### src/rtl/fetch_decode_queue.sv
`default_nettype none
// ============================================================================
// Module   : fetch_decode_queue
// Purpose  : Circular FIFO between instruction fetch and decode. Each entry
//            holds a fetch address, the fetched word, per-slot compressed
//            flags and per-slot cancel flags. A predicted-taken branch after
//            the primary slot cancels the aux slot as the entry is stored.
//            An empty queue presents an idle entry: PC_RESET, zero data,
//            both slots cancelled.
// Ports    : clk, rstn                  - clock, synchronous active-low reset
//            in_valid/in_ready          - fetch-side handshake
//            in_addr/in_data            - fetch address and instruction word
//            in_cinstr/in_cancel        - [0] primary slot, [1] aux slot
//            bpu_taken                  - redirect after the primary slot
//            flush                      - drop queued and incoming entries
//            out_valid/out_ready        - decode-side handshake
//            out_addr/out_data          - head entry address and word
//            out_cinstr/out_cancel      - head entry slot flags
//            count                      - current occupancy
// Revision : 1.0 - initial release
// ============================================================================
module fetch_decode_queue #(
    parameter int unsigned       DEPTH    = 4,
    parameter int unsigned       XLEN     = 64,
    parameter int unsigned       ADDR_W   = 64,
    parameter logic [ADDR_W-1:0] PC_RESET = 64'h8000_0000
) (
    input  logic                     clk,
    input  logic                     rstn,
    input  logic                     in_valid,
    output logic                     in_ready,
    input  logic [ADDR_W-1:0]        in_addr,
    input  logic [XLEN-1:0]          in_data,
    input  logic [1:0]               in_cinstr,
    input  logic [1:0]               in_cancel,
    input  logic                     bpu_taken,
    input  logic                     flush,
    output logic                     out_valid,
    input  logic                     out_ready,
    output logic [ADDR_W-1:0]        out_addr,
    output logic [XLEN-1:0]          out_data,
    output logic [1:0]               out_cinstr,
    output logic [1:0]               out_cancel,
    output logic [$clog2(DEPTH):0]   count
);

    localparam int unsigned PW = $clog2(DEPTH);
    localparam int unsigned CW = PW + 1;
    // Entry layout: {addr, data, cinstr[1:0], cancel[1:0]}
    localparam int unsigned EW = ADDR_W + XLEN + 4;

    localparam logic [CW-1:0] FULL_COUNT = CW'(DEPTH);
    localparam logic [PW-1:0] PTR_ONE    = PW'(1);
    localparam logic [CW-1:0] CNT_ONE    = CW'(1);

    logic [EW-1:0]   mem_q [DEPTH];
    logic [EW-1:0]   mem_d [DEPTH];
    logic [PW-1:0]   wr_ptr_q, wr_ptr_d;
    logic [PW-1:0]   rd_ptr_q, rd_ptr_d;
    logic [CW-1:0]   count_q, count_d;

    logic            push;
    logic            pop;
    logic [1:0]      stored_cancel;
    logic [EW-1:0]   head;

    // Handshake flags depend on registered occupancy only, so a pop in the
    // same cycle never opens room for a push while full.
    assign in_ready  = (count_q < FULL_COUNT);
    assign out_valid = (count_q != '0);
    assign count     = count_q;

    assign push = in_valid && in_ready && !flush;
    assign pop  = out_valid && out_ready && !flush;

    // A taken prediction after the primary slot kills the aux slot.
    assign stored_cancel = bpu_taken ? {1'b1, in_cancel[0]} : in_cancel;

    // Storage: written only on push, never cleared.
    always_comb begin
        mem_d = mem_q;
        if (push) begin
            mem_d[wr_ptr_q] = {in_addr, in_data, in_cinstr, stored_cancel};
        end
    end

    always_ff @(posedge clk) begin
        mem_q <= mem_d;
    end

    // Pointer and occupancy next-state; flush wins over push/pop.
    always_comb begin
        wr_ptr_d = wr_ptr_q;
        rd_ptr_d = rd_ptr_q;
        count_d  = count_q;
        if (flush) begin
            wr_ptr_d = '0;
            rd_ptr_d = '0;
            count_d  = '0;
        end else begin
            // DEPTH is a power of two, so natural overflow wraps the pointers.
            if (push) begin
                wr_ptr_d = wr_ptr_q + PTR_ONE;
            end
            if (pop) begin
                rd_ptr_d = rd_ptr_q + PTR_ONE;
            end
            case ({push, pop})
                2'b10:   count_d = count_q + CNT_ONE;
                2'b01:   count_d = count_q - CNT_ONE;
                default: count_d = count_q;
            endcase
        end
    end

    always_ff @(posedge clk) begin
        if (!rstn) begin
            wr_ptr_q <= '0;
            rd_ptr_q <= '0;
            count_q  <= '0;
        end else begin
            wr_ptr_q <= wr_ptr_d;
            rd_ptr_q <= rd_ptr_d;
            count_q  <= count_d;
        end
    end

    // Head fields; stale storage is masked by the idle entry when empty.
    assign head = mem_q[rd_ptr_q];

    always_comb begin
        out_addr   = PC_RESET;
        out_data   = '0;
        out_cinstr = 2'b00;
        out_cancel = 2'b11;
        if (out_valid) begin
            out_addr   = head[EW-1 -: ADDR_W];
            out_data   = head[XLEN+3:4];
            out_cinstr = head[3:2];
            out_cancel = head[1:0];
        end
    end

endmodule
`default_nettype wire

### config.mk
export PLATFORM = sky130hd
export DESIGN_NAME = fetch_decode_queue
export DESIGN_NICKNAME = d
export VERILOG_FILES = /design/src/rtl/fetch_decode_queue.sv
export SDC_FILE = /design/constraint.sdc
export NUM_CORES = 1
export LEC_CHECK = 0
export ABC_AREA = 1
export CORE_MARGIN = 4
export CORE_UTILIZATION = 30
export CTS_CLUSTER_DIAMETER = 120
export DETAILED_ROUTE_END_ITERATION = 6
export HOLD_SLACK_MARGIN = 0.02
export PLACE_DENSITY = 0.53
export SYNTH_ARGS = -nofsm -noshare
export SYNTH_HDL_FRONTEND = slang
export SYNTH_SLANG_ARGS = --single-unit
### constraint.sdc
create_clock -name clk -period 11 [get_ports clk]
set_input_delay 3.3 -clock clk [delete_from_list [all_inputs] [get_ports clk]]
set_output_delay 3.3 -clock clk [all_outputs]
set_load 0.05 [all_outputs]
==> flow_metrics.tcl, run 1 <==
set metrics [dict create \
    ys_ff_latch 535 \
    ioPinCount 275 \
    path_class "reg2out" \
    grt_pass1_vias 12900 \
    ctsResizeCount 0 \
    relSlewSlack_pct 22.1 \
    post_cts_buffers 0 \
    drtAntennaViolNets 0 \
    vdd_ir_drop_max_mv 0.118 \
    crit_fanout 91 \
    worst_hold_path_type "reg2reg" \
    grt_max_degree 105 \
    worstSetupEndpointType "primary output" \
    fin_crit_sh_pct 70.8 \
    dr.pass1.iters 5 \
    clkTransAtPathRegs_ns 0.06 \
    via_per_inst 4.58 \
    crit_path_top_delay_cell "clkdlybuf4s50_1" \
    synth_area_per_cell_um2 12.9 \
    syn_to_final_growth_pct 25.2 \
    place_congestion 0.695 \
    leakage_uw 0.00857 \
    clock_sinks 535 \
    cts-buffers-inserted 57 \
    fp.dieH_um 272 \
    grt_pass1_wl_um 78900 \
    grt_usage_pct 13.8 \
    cts-root-buf "clkbuf_16" \
    syn-num-nets 1766 \
    fin_ws_ns 3.21 \
    htreeDepth 2 \
    fillCellCount 6499 \
    dpl_cell_area_um2 24400 \
    cts_buffer_depth 3 \
    cp.required_ns 7.70 \
    finalSetupViolCount 0 \
    cp-start-kind "register" \
    utilization_pct 38.0 \
    dp_hpwl_um 28300 \
    wl_per_cell_um 18.4 \
    synth_cells 1622 \
    cts_tree "done" \
    overflow 0 \
    crit_family "buffers and inverters" \
    p_per_area_nw_per_um2 170 \
    drt_wl_total_um 52500 \
    hold_viol 0 \
    tns_ns 0 \
    nets 2015 \
    start_util_pct 30.4 \
    cpPeakStageDelay_ns 0.86 \
    maxSlewViolCount 0 \
    arrival_ns 4.49 \
    ff2ff_setup_slack_ns 7.88 \
    yosys_warnings 0 \
    clk_latency_ns 0.60 \
    synth_area_um2 20900 \
    critPathBufInv 3 \
    drtIter0Drc 759 \
    drv_cap 0 \
    dieArea_um2 74000 \
    num_vias 13000 \
    status "completed" \
    rsz0062_at_grt "false" \
    drc_errors 0 \
    worstMarginPinSlew_ns 1.17 \
    fmax_mhz 128 \
    portBuffers 274 \
    skew_ns 0.0224 \
    cts_hold_buf 0 \
    core_area_um2 68800 \
    fin_crit_ns 7.79 \
    ys_types 21 \
    cp_cell_sequence "buf_4 > buf_4 > nor2_1 > nor2_1 > o21ai_1 > a21oi_1 > clkdlybuf4s50_1" \
    drive_gt1_share_pct 5.53 \
    preCtsSetupSlack_ns 3.86 \
    ys_seq_area_share_pct 76.5 \
    final_area_um2 26200 \
    antenna_found_initial 4 \
    rows 96 \
    die_x_um 272 \
]
==> registers in the layout (all words and copies together) (netlist names) <==
name	cells
count	3
rd_ptr_q	2
wr_ptr_q	2
mem_q	528
==> synthesized netlist by cell type, drive strengths merged <==
library cell | instances | area [µm²]
a21oi | 140 | 701
buf | 70 | 487
clkbuf | 32 | 149
dfxtp | 7 | 140
edfxtp | 528 | 15900
fa | 1 | 20.0
ha | 5 | 62.6
inv | 19 | 73.8
nand2 | 24 | 92.6
nand3 | 4 | 20.0
nor2 | 526 | 1970
o21ai | 265 | 1330
or2 | 1 | 6.26
==> layout make-up <==
type,instances,area (µm²),area share (%)
diodes,3,7.51,0.0287
clock buffers,71,1520,5.81
clock inverters,33,294,1.12
inverters,19,81.3,0.311
multi-input cells,966,4230,16.2
flip-flops and latches,535,16000,61.1
well taps,931,1160,4.45
repair buffers,292,2880,11.0
==> per-layer routing <==
metal | vias up | GRT usage, % | wire [µm]
met5 | - | 0 | 13
met3 | 75 | 2.77 | 2260
met4 | 2 | 3.91 | 1150
met2 | 266 | 24.0 | 26400
li1 | 6268 | - | -
met1 | 6429 | 17.5 | 22700
==> worst reg2reg max path, cell delays in order (launching register included) <==
cell     delay [ns]
dfxtp_1        0.33
inv_1          0.11
nand3_1        0.47
nor2_4         0.86
buf_4          0.83
==> worst paths after layout <==
check / to / cells past startpoint / from
max: out_data[30] / 7 / rd_ptr_q[0]$_SDFFE_PP0P_
min: wr_ptr_q[1]$_SDFFE_PP0P_ / 2 / wr_ptr_q[1]$_SDFFE_PP0P_
max reg2reg: mem_q[18]$_DFFE_PP_ / 4 / count[2]$_SDFFE_PP0P_
min reg2reg: wr_ptr_q[1]$_SDFFE_PP0P_ / 2 / wr_ptr_q[1]$_SDFFE_PP0P_
==> cells in the final DEF (no fill, tap or decap), types with 2 or more instances in the layout <==
cell type | synthesis | routed
clkinv_2 | 0 | 6
bufinv_16 | 0 | 5
inv_1 | 17 | 16
clkdlybuf4s50_1 | 0 | 274
o21ai_1 | 166 | 166
clkbuf_16 | 0 | 59
o21ai_0 | 99 | 99
nor2_4 | 0 | 4
dfxtp_1 | 7 | 5
clkinv_1 | 0 | 15
inv_6 | 0 | 3
edfxtp_1 | 528 | 528
clkinv_4 | 0 | 2
buf_4 | 15 | 18
dfxtp_4 | 0 | 2
diode_2 | 0 | 3
nand3_1 | 4 | 4
inv_4 | 1 | 2
clkinvlp_4 | 0 | 3
a21oi_1 | 140 | 140
nand2_1 | 23 | 23
ha_1 | 5 | 5
nor2_1 | 526 | 522
clkbuf_1 | 9 | 12
==> cells by family (layout without fill, tap and decap cells) <==
family | Yosys count | count (layout) | share of synthesized area (%)
compound gates | 405 | 405 | 9.69
other cells | 0 | 3 | 0
flops | 535 | 535 | 76.5
fa+ha+maj | 6 | 6 | 0.395
buf+inv | 121 | 415 | 3.39
simple gates | 555 | 555 | 10.0
==> per-stage QoR <==
step           cells  hold WS (ns)  power (µW)
2_1_floorplan   1622         0.490        2500
3_3_place_gp    2743         0.504        2640
3_5_place_dp    2743         0.535        2640
4_1_cts         2847         0.542        4510
5_1_grt         2849         0.607        4620
6_report        2850         0.541        4450
==> where the power goes <==
| part | internal, µW | switching, µW |
|---|---|---|
| logic | 106 | 204 |
| registers | 2280 | 7.85 |
| clock network | 1090 | 762 |
No activity file was read; power rests on OpenSTA's default activity.
==> run 2, diff against run 1 <==
--- a/config.mk
+++ b/config.mk
@@ -11,7 +11,7 @@
 export CTS_CLUSTER_DIAMETER = 120
 export DETAILED_ROUTE_END_ITERATION = 6
 export HOLD_SLACK_MARGIN = 0.02
-export PLACE_DENSITY = 0.53
+export PLACE_DENSITY = 0.54
 export SYNTH_ARGS = -nofsm -noshare
 export SYNTH_HDL_FRONTEND = slang
 export SYNTH_SLANG_ARGS = --single-unit
==> constraint.sdc (replaced) <==
create_clock -name clk -period 6.3 [get_ports clk]
set_input_delay 1.89 -clock clk [delete_from_list [all_inputs] [get_ports clk]]
set_output_delay 1.89 -clock clk [all_outputs]
set_load 0.05 [all_outputs]
==> flow_metrics.tcl, run 2 (same netlist as run 1, synthesis figures left out) <==
set metrics [dict create \
    clk_latency_ns 0.59 \
    wl_per_cell_um 18.7 \
    grt_usage_pct 14.1 \
    clock_sinks 535 \
    fin_hold_ws_ns 0.534 \
    p_switching_uw 1750 \
    fin_crit_ns 5.44 \
    combPwrFrac_pct 6.9 \
    drc_errors 0 \
    grt_max_degree 135 \
    leakage_uw 0.00872 \
    via_per_inst 4.62 \
    fillCellCount 6456 \
    critical_path.most_common_cell "nor2_1" \
    relSlewSlack_pct 45.3 \
    dr.pass1.iters 5 \
    num_vias 13200 \
    drive_gt1_share_pct 6.08 \
    clkTransAtPathRegs_ns 0.06 \
    portBuffers 274 \
    htreeDepth 2 \
    cpPeakStageDelay_ns 0.86 \
    min_to "wr_ptr_q[1]$_SDFFE_PP0P_" \
    worst_hold_path_type "reg2reg" \
    drt_wl_total_um 53500 \
    cp.required_ns 4.41 \
    crit_path_top_delay_cell "clkdlybuf4s50_1" \
    fmax_mhz 184 \
    grt_pass1_wl_um 80500 \
    arrival_ns 3.55 \
    final_cell_mix "edfxtp_1 (528), nor2_1 (522), clkdlybuf4s50_1 (274), o21ai_1 (166), a21oi_1 (140)" \
    crit_fanout 130 \
    cp-start-kind "register" \
    drtAntennaViolNets 0 \
    grt_pass1_vias 13400 \
    p_seq_share_pct 49.9 \
    ctsResizeCount 0 \
    preCtsSetupSlack_ns 1.44 \
    regMostFlops "mem_q" \
    reg2reg_depth 4 \
    drtIter0Drc 788 \
    nets 2020 \
    timing.rr.end "mem_q[289]$_DFFE_PP_" \
    overflow 0 \
    ff2ff_setup_slack_ns 3.65 \
    place_congestion 0.723 \
    worstSetupEndpointType "primary output" \
    antenna_found_initial 5 \
    die_x_um 272 \
    p_per_area_nw_per_um2 301 \
    fin_ws_ns 0.865 \
    cts_buffer_depth 3 \
    cts_tree "done" \
    rsz0062_at_grt "false" \
    dp_hpwl_um 28900 \
    syn_to_final_growth_pct 26.9 \
    largest_reg_flops 528 \
    post_cts_buffers 0 \
    path_class "reg2out" \
    maxSlewViolCount 0 \
    holdPathStages 2 \
    cts_hold_buf 0 \
    status "completed" \
    skew_ns 0.0146 \
    cts-root-buf "clkbuf_16" \
    fp.dieH_um 272 \
    start_util_pct 30.4 \
    ioPinCount 275 \
    fin_crit_sh_pct 86.3 \
    rows 96 \
    cts-buffers-inserted 58 \
    hold_viol 0 \
    clkPwrFrac_pct 43.2 \
    mostFrequentLayoutCell "edfxtp_1" \
    core_area_um2 68800 \
    intPower_uw 6240 \
    sw_frac_of_total_pct 21.9 \
    drv_cap 0 \
    rr_startpoint "count[2]$_SDFFE_PP0P_" \
    dieArea_um2 74000 \
    cp_cell_sequence "buf_12 > nor2_1 > nor2_1 > o21ai_0 > a21oi_1 > clkdlybuf4s50_1" \
    worstHoldStart "wr_ptr_q[1]$_SDFFE_PP0P_" \
    worstMarginPinSlew_ns 0.821 \
    vdd_ir_drop_max_mv 0.168 \
    finalSetupViolCount 0 \
]
## run 2: worst max path at each step
stage	start	to	slack, ns	cells past startpoint
6_report	rd_ptr_q[0]$_SDFFE_PP0P_	out_addr[62]	0.86	6
2_1_floorplan	flush	mem_q[0]$_DFFE_PP_	-2.05	3
3_5_place_dp	rd_ptr_q[0]$_SDFFE_PP0P_	out_data[62]	1.44	6
4_1_cts	rd_ptr_q[0]$_SDFFE_PP0P_	out_data[62]	0.76	6
5_1_grt	rd_ptr_q[0]$_SDFFE_PP0P_	out_cancel[1]	0.57	6
3_3_place_gp	rd_ptr_q[0]$_SDFFE_PP0P_	out_data[62]	1.42	6
## run 2: power groups by stage
| stage | sequential, µW | combinational [µW] | clock (µW) |
|---|---|---|---|
| floorplan | 4080 | 284 | 0 |
| global placement | 4060 | 551 | 0 |
| detailed placement | 4060 | 557 | 0 |
| CTS | 3990 | 560 | 3570 |
| global route | 3990 | 590 | 3720 |
| finish | 3990 | 551 | 3450 |
## run 2: metrics by stage
| stage | util [%] | area [µm²] | TNS [ns] | std cells | total power (µW) |
|---|---|---|---|---|---|
| 2_1_floorplan | - | 20900 | -1079.92 | 1622 | 4360 |
| 3_3_place_gp | 35.7 | 24600 | 0 | 2747 | 4610 |
| 3_5_place_dp | 35.7 | 24600 | 0 | 2747 | 4620 |
| 4_1_cts | 38.5 | 26500 | 0 | 2854 | 8120 |
| 5_1_grt | 38.5 | 26500 | 0 | 2856 | 8300 |
| 6_report | 38.5 | 26500 | 0 | 2857 | 7990 |
## run 2: worst max-delay path, delay by kind of cell, from the launching register on
kind | cells | cell delay [ns]
buf+inv | 2 | 1.33
flops | 1 | 0.76
compound gates | 2 | 0.35
simple gates | 2 | 0.21
## run 2: area by class of cell
class	count	area, µm²	share of cell area (%)
tap	931	1160	4.39
clock inverter	42	412	1.55
timing repair buffer	296	3080	11.6
clock buffer	65	1540	5.81
multi-input combinational	966	4230	16.0
inverter	19	81.3	0.307
sequential	535	16000	60.3
antenna	3	7.51	0.0283
## run 2: layer usage
layer / vias to the layer above / part of all wire [%] / GRT usage [%]
li1: 6280 / - / -
met1: 6531 / 43 / 18.1
met2: 308 / 50 / 24.4
met3: 80 / 5.4 / 2.76
met4: 2 / 2.1 / 3.70
met5: - / 0.024 / 0
==> run 3, diff against run 2 <==
==> constraint.sdc (replaced) <==
create_clock -name clk -period 6.3 [get_ports clk]
set_input_delay 1.89 -clock clk [delete_from_list [all_inputs] [get_ports clk]]
set_output_delay 1.89 -clock clk [all_outputs]
set_load 0.01 [all_outputs]
==> flow_metrics.tcl, run 3 (same netlist as run 1, synthesis figures left out) <==
set metrics [dict create \
    status "completed" \
    relSlewSlack_pct 33.3 \
    dieArea_um2 74000 \
    crit_path_top_delay_cell "dfxtp_4" \
    worst_hold_path_type "reg2reg" \
    grtUsageMet2_pct 23.9 \
    fin_crit_sh_pct 84.1 \
    mostFrequentLayoutCell "edfxtp_1" \
    ff2ff_setup_slack_ns 3.71 \
    fillCellCount 6432 \
    grt_max_degree 135 \
    intPower_uw 5910 \
    path_class "reg2out" \
    fp.dieH_um 272 \
    antenna_found_initial 5 \
    top_usage_layer "met2" \
    grt_pass1_vias 13300 \
    clock_sinks 535 \
    overflow 0 \
    fin_crit_ns 5.30 \
    cts_hold_buf 0 \
    sw_frac_of_total_pct 21.1 \
    vdd_ir_drop_max_mv 0.172 \
    dp_hpwl_um 28300 \
    fmax_mhz 189 \
    cts_tree "done" \
    stdcell_count 2856 \
    drv_cap 0 \
    leakage_uw 0.00860 \
    p_switching_uw 1580 \
    core_area_um2 68800 \
    timing.rr.end "mem_q[275]$_DFFE_PP_" \
    post_cts_buffers 0 \
    final_cell_mix "edfxtp_1 (528), nor2_1 (522), clkdlybuf4s50_1 (274), o21ai_1 (166), a21oi_1 (140)" \
    combPwrFrac_pct 5.6 \
    startpoint "rd_ptr_q[0]$_SDFFE_PP0P_" \
    rows 96 \
    syn_to_final_growth_pct 25.8 \
    start_util_pct 30.4 \
    drt_wl_total_um 53300 \
    hold_viol 0 \
    cts-buffers-inserted 58 \
    drtAntennaViolNets 0 \
    reg2reg_depth 4 \
    htreeDepth 2 \
    drtIter0Drc 832 \
    worstSetupEndpointType "primary output" \
    worstMarginPinSlew_ns 1.00 \
    dp_cells 2747 \
    grt_usage_pct 14.0 \
    drive_gt1_share_pct 5.62 \
    clk_latency_ns 0.61 \
    regMostFlops "mem_q" \
    gr-usage-met1_pct 18.2 \
    crit_fanout 119 \
    ctsResizeCount 0 \
    seq_area_um2 16000 \
    largest_reg_flops 528 \
    finalSetupViolCount 0 \
    portBuffers 274 \
    die_x_um 272 \
    maxSlewViolCount 0 \
    met3_usage_pct 2.78 \
    cp.required_ns 4.41 \
    drc_errors 0 \
    setup.worst_path.end "out_data[6]" \
    cts_buffer_depth 3 \
    cts-root-buf "clkbuf_16" \
    cpPeakStageDelay_ns 0.93 \
    rr_startpoint "count[2]$_SDFFE_PP0P_" \
    multi_input_area_um2 4230 \
    rsz0062_at_grt "false" \
    wl_per_cell_um 18.7 \
    cp-start-kind "register" \
    arrival_ns 3.41 \
    grt_pass1_wl_um 80700 \
    via_per_inst 4.62 \
    dr.pass1.iters 5 \
    skew_ns 0.0156 \
    ioPinCount 275 \
    fin_hold_ws_ns 0.539 \
    num_vias 13200 \
    place_congestion 0.714 \
    p_seq_share_pct 53.2 \
    p_per_area_nw_per_um2 285 \
    nets 2020 \
    cp_cell_sequence "inv_6 > buf_4 > o21ai_0 > a21oi_1 > clkdlybuf4s50_1" \
    clkTransAtPathRegs_ns 0.06 \
    clkPwrFrac_pct 41.2 \
]
## run 3: cell types whose count changed in the layout (fill, tap and decap cells not counted), sizes merged
cell / delta
clkinv: -11
clkinvlp: -1
clkbuf: +19
bufinv: -8
## run 3: per-layer routing
layer,wire [µm],share of wire (%)
met1,23500,44
met2,26100,49
met3,2450,4.6
met4,1250,2.4
met5,27,0.051
## run 3: metrics by stage
| stage | setup slack, ns | TNS, ns | total power, µW | util [%] | area [µm²] |
|---|---|---|---|---|---|
| 2_1_floorplan | -2.02 | -1065.17 | 4230 | - | 20900 |
| 3_3_place_gp | 1.58 | 0 | 4480 | 35.7 | 24600 |
| 3_5_place_dp | 1.52 | 0 | 4490 | 35.7 | 24600 |
| 4_1_cts | 0.836 | 0 | 7620 | 38.2 | 26300 |
| 5_1_grt | 0.707 | 0 | 7800 | 38.2 | 26300 |
| 6_report | 1.00 | 0 | 7500 | 38.2 | 26300 |
## run 3: final cells by class
class	instances	area share (%)
Sequential cell	535	60.9
Multi-Input combinational cell	966	16.1
Timing Repair Buffer	296	11.8
Clock buffer	84	6.05
Tap cell	931	4.43
Clock inverter	22	0.457
Inverter	19	0.309
Antenna cell	3	0.0285
## run 3: power groups by stage
stage	Combinational (µW)	Clock [µW]	Sequential, µW
5_1_grt	458	3350	3990
6_report	418	3090	3990
3_3_place_gp	420	0	4060
4_1_cts	428	3200	3990
2_1_floorplan	153	0	4080
3_5_place_dp	425	0	4060
## run 3: worst min-delay path by stage
stage / startpoint / endpoint / slack, ns / cells past startpoint
after floorplan: wr_ptr_q[1]$_SDFFE_PP0P_ / wr_ptr_q[1]$_SDFFE_PP0P_ / 0.49 / 2
after global placement: wr_ptr_q[1]$_SDFFE_PP0P_ / wr_ptr_q[1]$_SDFFE_PP0P_ / 0.51 / 2
after detailed placement: wr_ptr_q[1]$_SDFFE_PP0P_ / wr_ptr_q[1]$_SDFFE_PP0P_ / 0.53 / 2
after CTS: wr_ptr_q[1]$_SDFFE_PP0P_ / wr_ptr_q[1]$_SDFFE_PP0P_ / 0.54 / 2
after global routing: wr_ptr_q[1]$_SDFFE_PP0P_ / wr_ptr_q[1]$_SDFFE_PP0P_ / 0.57 / 2
final: wr_ptr_q[1]$_SDFFE_PP0P_ / wr_ptr_q[1]$_SDFFE_PP0P_ / 0.54 / 2
## run 3: worst max-delay path, delay by kind of cell, from the launching register on
| kind | cells | cell delay, ns |
|---|---|---|
| compound gates | 2 | 0.36 |
| buf+inv | 3 | 1.47 |
| flops | 1 | 0.93 |
